==> src/rtl/regfile_2r1w_sb_if.sv <==
// rtl/regfile_2r1w_sb_if.sv - write, reserve, read and status bundle of the 2R1W scoreboarded register file
interface regfile_2r1w_sb_if #(
    parameter int DATA_W = 32,
    parameter int ADDR_W = 4
);
    logic              wr_en;
    logic [ADDR_W-1:0] wr_addr;
    logic [DATA_W-1:0] wr_data;
    logic              rsv_en;
    logic [ADDR_W-1:0] rsv_addr;
    logic              rd_en_a;
    logic [ADDR_W-1:0] rd_addr_a;
    logic [DATA_W-1:0] rd_data_a;
    logic              busy_a;
    logic              rd_en_b;
    logic [ADDR_W-1:0] rd_addr_b;
    logic [DATA_W-1:0] rd_data_b;
    logic              busy_b;
    logic              rsv_err;
    logic [ADDR_W:0]   pending_cnt;

    modport master (
        output wr_en, wr_addr, wr_data, rsv_en, rsv_addr,
               rd_en_a, rd_addr_a, rd_en_b, rd_addr_b,
        input  rd_data_a, busy_a, rd_data_b, busy_b, rsv_err, pending_cnt
    );

    modport slave (
        input  wr_en, wr_addr, wr_data, rsv_en, rsv_addr,
               rd_en_a, rd_addr_a, rd_en_b, rd_addr_b,
        output rd_data_a, busy_a, rd_data_b, busy_b, rsv_err, pending_cnt
    );
endinterface

==> src/rtl/regfile_2r1w_sb.sv <==
// rtl/regfile_2r1w_sb.sv - 2 registered read ports, 1 write port, write-first bypass, per-register busy scoreboard
// Define REGFILE_R0_ZERO_EN to hardwire register 0 to zero.
module regfile_2r1w_sb #(
    parameter int DATA_W   = 32,
    parameter int NUM_REGS = 16,
    parameter int ADDR_W   = 4
) (
    input  logic               clk,
    input  logic               clr,
    regfile_2r1w_sb_if.slave   bus
);

`ifdef REGFILE_R0_ZERO_EN
    localparam bit R0_ZERO = 1'b1;
`else
    localparam bit R0_ZERO = 1'b0;
`endif

    logic [DATA_W-1:0]   regs [NUM_REGS];
    logic [NUM_REGS-1:0] busy;
    logic [NUM_REGS-1:0] busy_nxt;
    logic [ADDR_W:0]     cnt_nxt;

    logic wr_in, rsv_in, rd_in_a, rd_in_b;
    logic wr_ok, rsv_ok, rd_ok_a, rd_ok_b;
    logic rsv_err_nxt;

    logic [DATA_W-1:0] rdata_a, rdata_b;
    logic              rbusy_a, rbusy_b;

    // A power-of-two bank has no out-of-range addresses, so skip the compare entirely.
    generate
        if (NUM_REGS == (1 << ADDR_W)) begin : g_full
            assign wr_in   = 1'b1;
            assign rsv_in  = 1'b1;
            assign rd_in_a = 1'b1;
            assign rd_in_b = 1'b1;
        end else begin : g_part
            assign wr_in   = {1'b0, bus.wr_addr}   < (ADDR_W+1)'(NUM_REGS);
            assign rsv_in  = {1'b0, bus.rsv_addr}  < (ADDR_W+1)'(NUM_REGS);
            assign rd_in_a = {1'b0, bus.rd_addr_a} < (ADDR_W+1)'(NUM_REGS);
            assign rd_in_b = {1'b0, bus.rd_addr_b} < (ADDR_W+1)'(NUM_REGS);
        end
    endgenerate

    assign wr_ok   = bus.wr_en  && wr_in  && !(R0_ZERO && (bus.wr_addr  == '0));
    assign rsv_ok  = bus.rsv_en && rsv_in && !(R0_ZERO && (bus.rsv_addr == '0));
    assign rd_ok_a = rd_in_a && !(R0_ZERO && (bus.rd_addr_a == '0));
    assign rd_ok_b = rd_in_b && !(R0_ZERO && (bus.rd_addr_b == '0));

    // Reserve is applied after the write clear so a new reservation wins over a retiring result.
    always_comb begin
        busy_nxt = busy;
        if (wr_ok) begin
            busy_nxt[bus.wr_addr] = 1'b0;
        end
        if (rsv_ok) begin
            busy_nxt[bus.rsv_addr] = 1'b1;
        end
    end

    assign rsv_err_nxt = rsv_ok && busy[bus.rsv_addr];

    always_comb begin
        cnt_nxt = '0;
        for (int i = 0; i < NUM_REGS; i++) begin
            cnt_nxt = cnt_nxt + (ADDR_W+1)'(busy_nxt[i]);
        end
    end

    always_comb begin
        rdata_a = '0;
        rbusy_a = 1'b0;
        if (rd_ok_a) begin
            rdata_a = (wr_ok && (bus.wr_addr == bus.rd_addr_a)) ? bus.wr_data : regs[bus.rd_addr_a];
            rbusy_a = busy_nxt[bus.rd_addr_a];
        end
    end

    always_comb begin
        rdata_b = '0;
        rbusy_b = 1'b0;
        if (rd_ok_b) begin
            rdata_b = (wr_ok && (bus.wr_addr == bus.rd_addr_b)) ? bus.wr_data : regs[bus.rd_addr_b];
            rbusy_b = busy_nxt[bus.rd_addr_b];
        end
    end

    always_ff @(posedge clk or posedge clr) begin
        if (clr) begin
            for (int i = 0; i < NUM_REGS; i++) begin
                regs[i] <= '0;
            end
            busy            <= '0;
            bus.rd_data_a   <= '0;
            bus.busy_a      <= 1'b0;
            bus.rd_data_b   <= '0;
            bus.busy_b      <= 1'b0;
            bus.rsv_err     <= 1'b0;
            bus.pending_cnt <= '0;
        end else begin
            for (int i = 0; i < NUM_REGS; i++) begin
                if (wr_ok && (bus.wr_addr == ADDR_W'(i))) begin
                    regs[i] <= bus.wr_data;
                end
            end
            busy            <= busy_nxt;
            bus.rsv_err     <= rsv_err_nxt;
            bus.pending_cnt <= cnt_nxt;
            if (bus.rd_en_a) begin
                bus.rd_data_a <= rdata_a;
                bus.busy_a    <= rbusy_a;
            end
            if (bus.rd_en_b) begin
                bus.rd_data_b <= rdata_b;
                bus.busy_b    <= rbusy_b;
            end
        end
    end

endmodule

==> src/flat_wrapper.sv <==
// flat-port wrapper written by rule: the top's interface ports become plain ports
module regfile_2r1w_sb_flat 
#(
    parameter int DATA_W   = 32,
    parameter int NUM_REGS = 16,
    parameter int ADDR_W   = 4
)
  (clk, clr, bus_wr_en, bus_wr_addr, bus_wr_data, bus_rsv_en, bus_rsv_addr, bus_rd_en_a, bus_rd_addr_a, bus_rd_en_b, bus_rd_addr_b, bus_rd_data_a, bus_busy_a, bus_rd_data_b, bus_busy_b, bus_rsv_err, bus_pending_cnt);
  regfile_2r1w_sb_if #(.DATA_W(DATA_W), .ADDR_W(ADDR_W)) bus_i ();
  input  logic clk;
  input  logic clr;
  input wire logic [$bits(bus_i.wr_en)-1:0] bus_wr_en;
  input wire logic [$bits(bus_i.wr_addr)-1:0] bus_wr_addr;
  input wire logic [$bits(bus_i.wr_data)-1:0] bus_wr_data;
  input wire logic [$bits(bus_i.rsv_en)-1:0] bus_rsv_en;
  input wire logic [$bits(bus_i.rsv_addr)-1:0] bus_rsv_addr;
  input wire logic [$bits(bus_i.rd_en_a)-1:0] bus_rd_en_a;
  input wire logic [$bits(bus_i.rd_addr_a)-1:0] bus_rd_addr_a;
  input wire logic [$bits(bus_i.rd_en_b)-1:0] bus_rd_en_b;
  input wire logic [$bits(bus_i.rd_addr_b)-1:0] bus_rd_addr_b;
  output wire logic [$bits(bus_i.rd_data_a)-1:0] bus_rd_data_a;
  output wire logic [$bits(bus_i.busy_a)-1:0] bus_busy_a;
  output wire logic [$bits(bus_i.rd_data_b)-1:0] bus_rd_data_b;
  output wire logic [$bits(bus_i.busy_b)-1:0] bus_busy_b;
  output wire logic [$bits(bus_i.rsv_err)-1:0] bus_rsv_err;
  output wire logic [$bits(bus_i.pending_cnt)-1:0] bus_pending_cnt;
  assign bus_i.wr_en = bus_wr_en;
  assign bus_i.wr_addr = bus_wr_addr;
  assign bus_i.wr_data = bus_wr_data;
  assign bus_i.rsv_en = bus_rsv_en;
  assign bus_i.rsv_addr = bus_rsv_addr;
  assign bus_i.rd_en_a = bus_rd_en_a;
  assign bus_i.rd_addr_a = bus_rd_addr_a;
  assign bus_i.rd_en_b = bus_rd_en_b;
  assign bus_i.rd_addr_b = bus_rd_addr_b;
  assign bus_rd_data_a = bus_i.rd_data_a;
  assign bus_busy_a = bus_i.busy_a;
  assign bus_rd_data_b = bus_i.rd_data_b;
  assign bus_busy_b = bus_i.busy_b;
  assign bus_rsv_err = bus_i.rsv_err;
  assign bus_pending_cnt = bus_i.pending_cnt;
  regfile_2r1w_sb #(.DATA_W(DATA_W), .NUM_REGS(NUM_REGS), .ADDR_W(ADDR_W)) u_core (.clk(clk), .clr(clr), .bus(bus_i));
endmodule
==> config.mk <==
export PLATFORM = sky130hd
export DESIGN_NAME = regfile_2r1w_sb_flat
export DESIGN_NICKNAME = d
export VERILOG_FILES = /design/src/rtl/regfile_2r1w_sb_if.sv /design/src/rtl/regfile_2r1w_sb.sv /design/src/flat_wrapper.sv
export SDC_FILE = /design/constraint.sdc
export NUM_CORES = 2
export LEC_CHECK = 0
export CAP_MARGIN = 10
export CORE_MARGIN = 10
export CORE_UTILIZATION = 66
export DETAILED_ROUTE_END_ITERATION = 16
export HOLD_SLACK_MARGIN = 0.15
export PLACE_DENSITY = 0.89
export SETUP_SLACK_MARGIN = 0.2
export SYNTH_ARGS = -nofsm -noshare
export SYNTH_HDL_FRONTEND = slang
export SYNTH_SLANG_ARGS = --single-unit
==> constraint.sdc <==
create_clock -name clk -period 38.3 [get_ports clk]
set_input_delay 11.49 -clock clk [delete_from_list [all_inputs] [get_ports clk]]
set_output_delay 11.49 -clock clk [all_outputs]
set_load 0.02 [all_outputs]
==> results.py <==
metrics = {
    "status": {
        "status": "finished clean",
    },
    "drt": {
        "vias": 20200,
        "drtIter0Drc": 2314,
        "wl_per_cell_um": 30.8,
        "postRouteAntennaNets": 0,
        "wl_mm": 85.3,
        "drt_pass1_iterations": 5,
        "drcViolationCount": 0,
        "vias_per_cell": 7.30,
    },
    "floorplanning": {
        "dieWidth_um": 238,
        "rows": 79,
        "boundaryPins": 126,
        "dieArea_um2": 56700,
        "initial_core_util": 0.671,
        "die_h_um": 238,
        "core-area_um2": 46900,
    },
    "power": {
        "ir_drop_mv": 0.0437,
        "power.density_nw_per_um2": 59.9,
        "design_power_total_mw": 2.11,
        "p_leak_nw": 14.4,
    },
    "setup_path": {
        "required_ns": 38.81,
        "cp.arrival_ns": 16.91,
        "max_stage_delay_ns": 0.72,
        "endpoint_kind": "flop",
        "worst_setup_path_start_kind": "input port",
        "critPathKind": "input port to flop",
        "reg2reg_depth": 13,
        "worst_path_max_delay_cell": "clkdlybuf4s50_1",
        "cpMostUsedCell": "fa_1",
        "path_max_fanout": 35,
        "path_cells": "clkdlybuf4s50_1, nor3b_2, nand2_2, buf_4, nand2_1, o21ai_0, ha_1, fa_1, fa_1, fa_1, inv_1, fa_1, inv_1, fa_1, fa_1, a21oi_1, nor2b_1",
    },
    "flow_run": {
        "maxCapViolCount": 0,
    },
    "timing": {
        "worst_pin_slew_ns": 1.22,
        "skew_ns": 0.0166,
        "tns_ns": 0,
        "setup_viol": 0,
        "finalCritPeriodShare": 0.428,
        "hold_ws_ns": 0.526,
        "max_slew_margin": 0.186,
        "rsz0062_at_grt": "false",
        "finalMaxSlewViolations": 0,
        "finalHoldViolations": 0,
        "clock.fmax_mhz": 61.0,
        "period_needed_ns": 16.40,
    },
    "worst_hold_path": {
        "hold_depth": 1,
        "hp-class": "flop to flop",
    },
    "cts": {
        "clock_latency_ns": 0.63,
        "hold_buffers": 0,
        "h-tree-depth": 2,
        "clock-sinks": 600,
        "numCtsBuffers": 60,
        "cts-resized-gates": 0,
        "clk_pin_slew_ns": 0.06,
        "cts_tree": "done",
        "root_buffer": "clkbuf_16",
        "clockBufferDepth": 3,
        "post_cts_buffers": 0,
    },
    "logic_synthesis": {
        "synth.avg_cell_area_um2": 15.2,
        "synthSimpleGateAreaFrac": 0.0379,
        "synth_area_leaders": "dfrtp_1 (48%), mux4_2 (23%), mux2_2 (18%), nand2_1 (1.7%), a31oi_1 (1.3%)",
        "synth_top_cell_area_share": 0.478,
        "syn_nets": 2142,
        "synth_xor_xnor_area_share": 0.00334,
        "postSynthCellCount": 2073,
        "synth_top_family_by_area": "multiplexers",
        "synth-edff-count": 0,
        "synth_seq_cells": 600,
        "synth_area_um2": 31400,
        "async_flop_share": 1.00,
        "yosysWarnings": 0,
        "ys_seq_area_frac": 0.478,
        "synth_compound_area_frac": 0.0232,
        "synth.distinct_cells": 54,
        "yosys.area_share.adder": 0.00836,
        "yosys-mux-area-fraction": 0.419,
        "yosysTopAreaCell": "dfrtp_1",
        "synth-main-ff-cell": "dfrtp_1",
    },
    "cells_and_area": {
        "finish.utilization": 0.750,
        "area_delta_synth_final_pct": 11.8,
        "drive_above_1_share": 0.472,
        "fin_nets": 2172,
        "fin_area_um2": 35100,
    },
    "place": {
        "dp_hpwl_mm": 46.8,
        "port-buffer-count": 125,
        "gp_congestion": 0.909,
        "place_area_um2": 32900,
    },
    "global_route": {
        "grt_max_degree": 136,
        "grt_overflow": 0,
        "grt_pass1_vias": 21800,
        "antenna_found_initial": 4,
        "grtUsageTotal": 0.306,
        "grt_pass1_wl_mm": 132,
    },
}
report_power, final:
group	internal (mW)	total (mW)	switching [mW]	leakage [nW]
combinational	0.327	0.555	0.228	6.01
clock	0.393	0.651	0.258	1.10
sequential	0.785	0.900	0.115	7.32
total	1.51	2.11	0.601	14.4
per-layer routing:
metal  global-route usage  up-vias  wire (um)
met3               0.0624      272       7550
met1                0.390    10800      31300
met4                0.135        4       3430
met5                    0        -         20
li1                     -     7987          -
met2                0.504     1119      42900
final cells by class:
class,instances,area (um^2)
multi-input combinational,1260,15600
sequential,600,15000
fill,2684,11700
clock buffer,91,1850
timing repair buffer,164,1530
tap,607,759
clock inverter,23,359
inverter,17,71.3
antenna,2,5.00
cell families after synthesis:
group | count (synthesis)
buffers and inverters | 213
xor gates and xnor gates | 12
adders and majority gates | 15
muxes | 843
AOI/OAI and AO/OA | 112
DFF | 600
and+or+nand+nor | 278
cell usage after synthesis (all sizes together), types with 9 or more instances:
cell and count:
a31oi 65, buf 93, clkbuf 103, dfrtp 600, fa 10, inv 17, mux2 514, mux4 327
nand2 146, nor2 82, o21ai 17, xor2 9
stage by stage:
stage / instances / setup WS, ns
2_1_floorplan: 2073 / 10.02
3_3_place_gp: 2648 / 21.49
3_5_place_dp: 2648 / 21.33
4_1_cts: 2762 / 21.94
5_1_grt: 2764 / 21.67
6_report: 2764 / 21.90
worst max-delay path, delay by kind of cell:
family	cells	cell delay, ns
AND/OR/NAND/NOR	4	0.70
adder cells (fa/ha/maj)	7	3.17
AO/OA/AOI/OAI	2	0.31
buffers and inverters	4	1.19
worst paths after layout:
kind	from	to	slack, ns
setup / recovery	bus_wr_en	u_core.bus.pending_cnt[4]	21.90
hold / removal	u_core.regs[165]	u_core.regs[165]	0.53
setup reg to reg	u_core.busy[0]	u_core.bus.pending_cnt[4]	33.99
hold reg to reg	u_core.regs[165]	u_core.regs[165]	0.53
max in group asynchronous	clr	u_core.regs[301]	24.43
min in group asynchronous	clr	u_core.bus.rsv_err	11.41
sequential cells by signal (all words and copies together), names as in the netlist:
register                flops
u_core.bus.busy_a           1
u_core.bus.busy_b           1
u_core.bus.pending_cnt      5
u_core.bus.rd_data_a       32
u_core.bus.rd_data_b       32
u_core.bus.rsv_err          1
u_core.busy                16
u_core.regs               512
cells in the final DEF (no fill, tap or decap), types with 11 or more instances in the layout:
cell type,count
dfrtp_1,600
mux2_2,514
mux4_2,327
nand2_1,139
clkdlybuf4s50_1,115
nor2_1,74
a31oi_1,65
clkbuf_16,62
buf_4,41
clkbuf_8,21
inv_1,15
o21ai_0,12
clkinv_2,11
(Power assumes the default switching activity.)
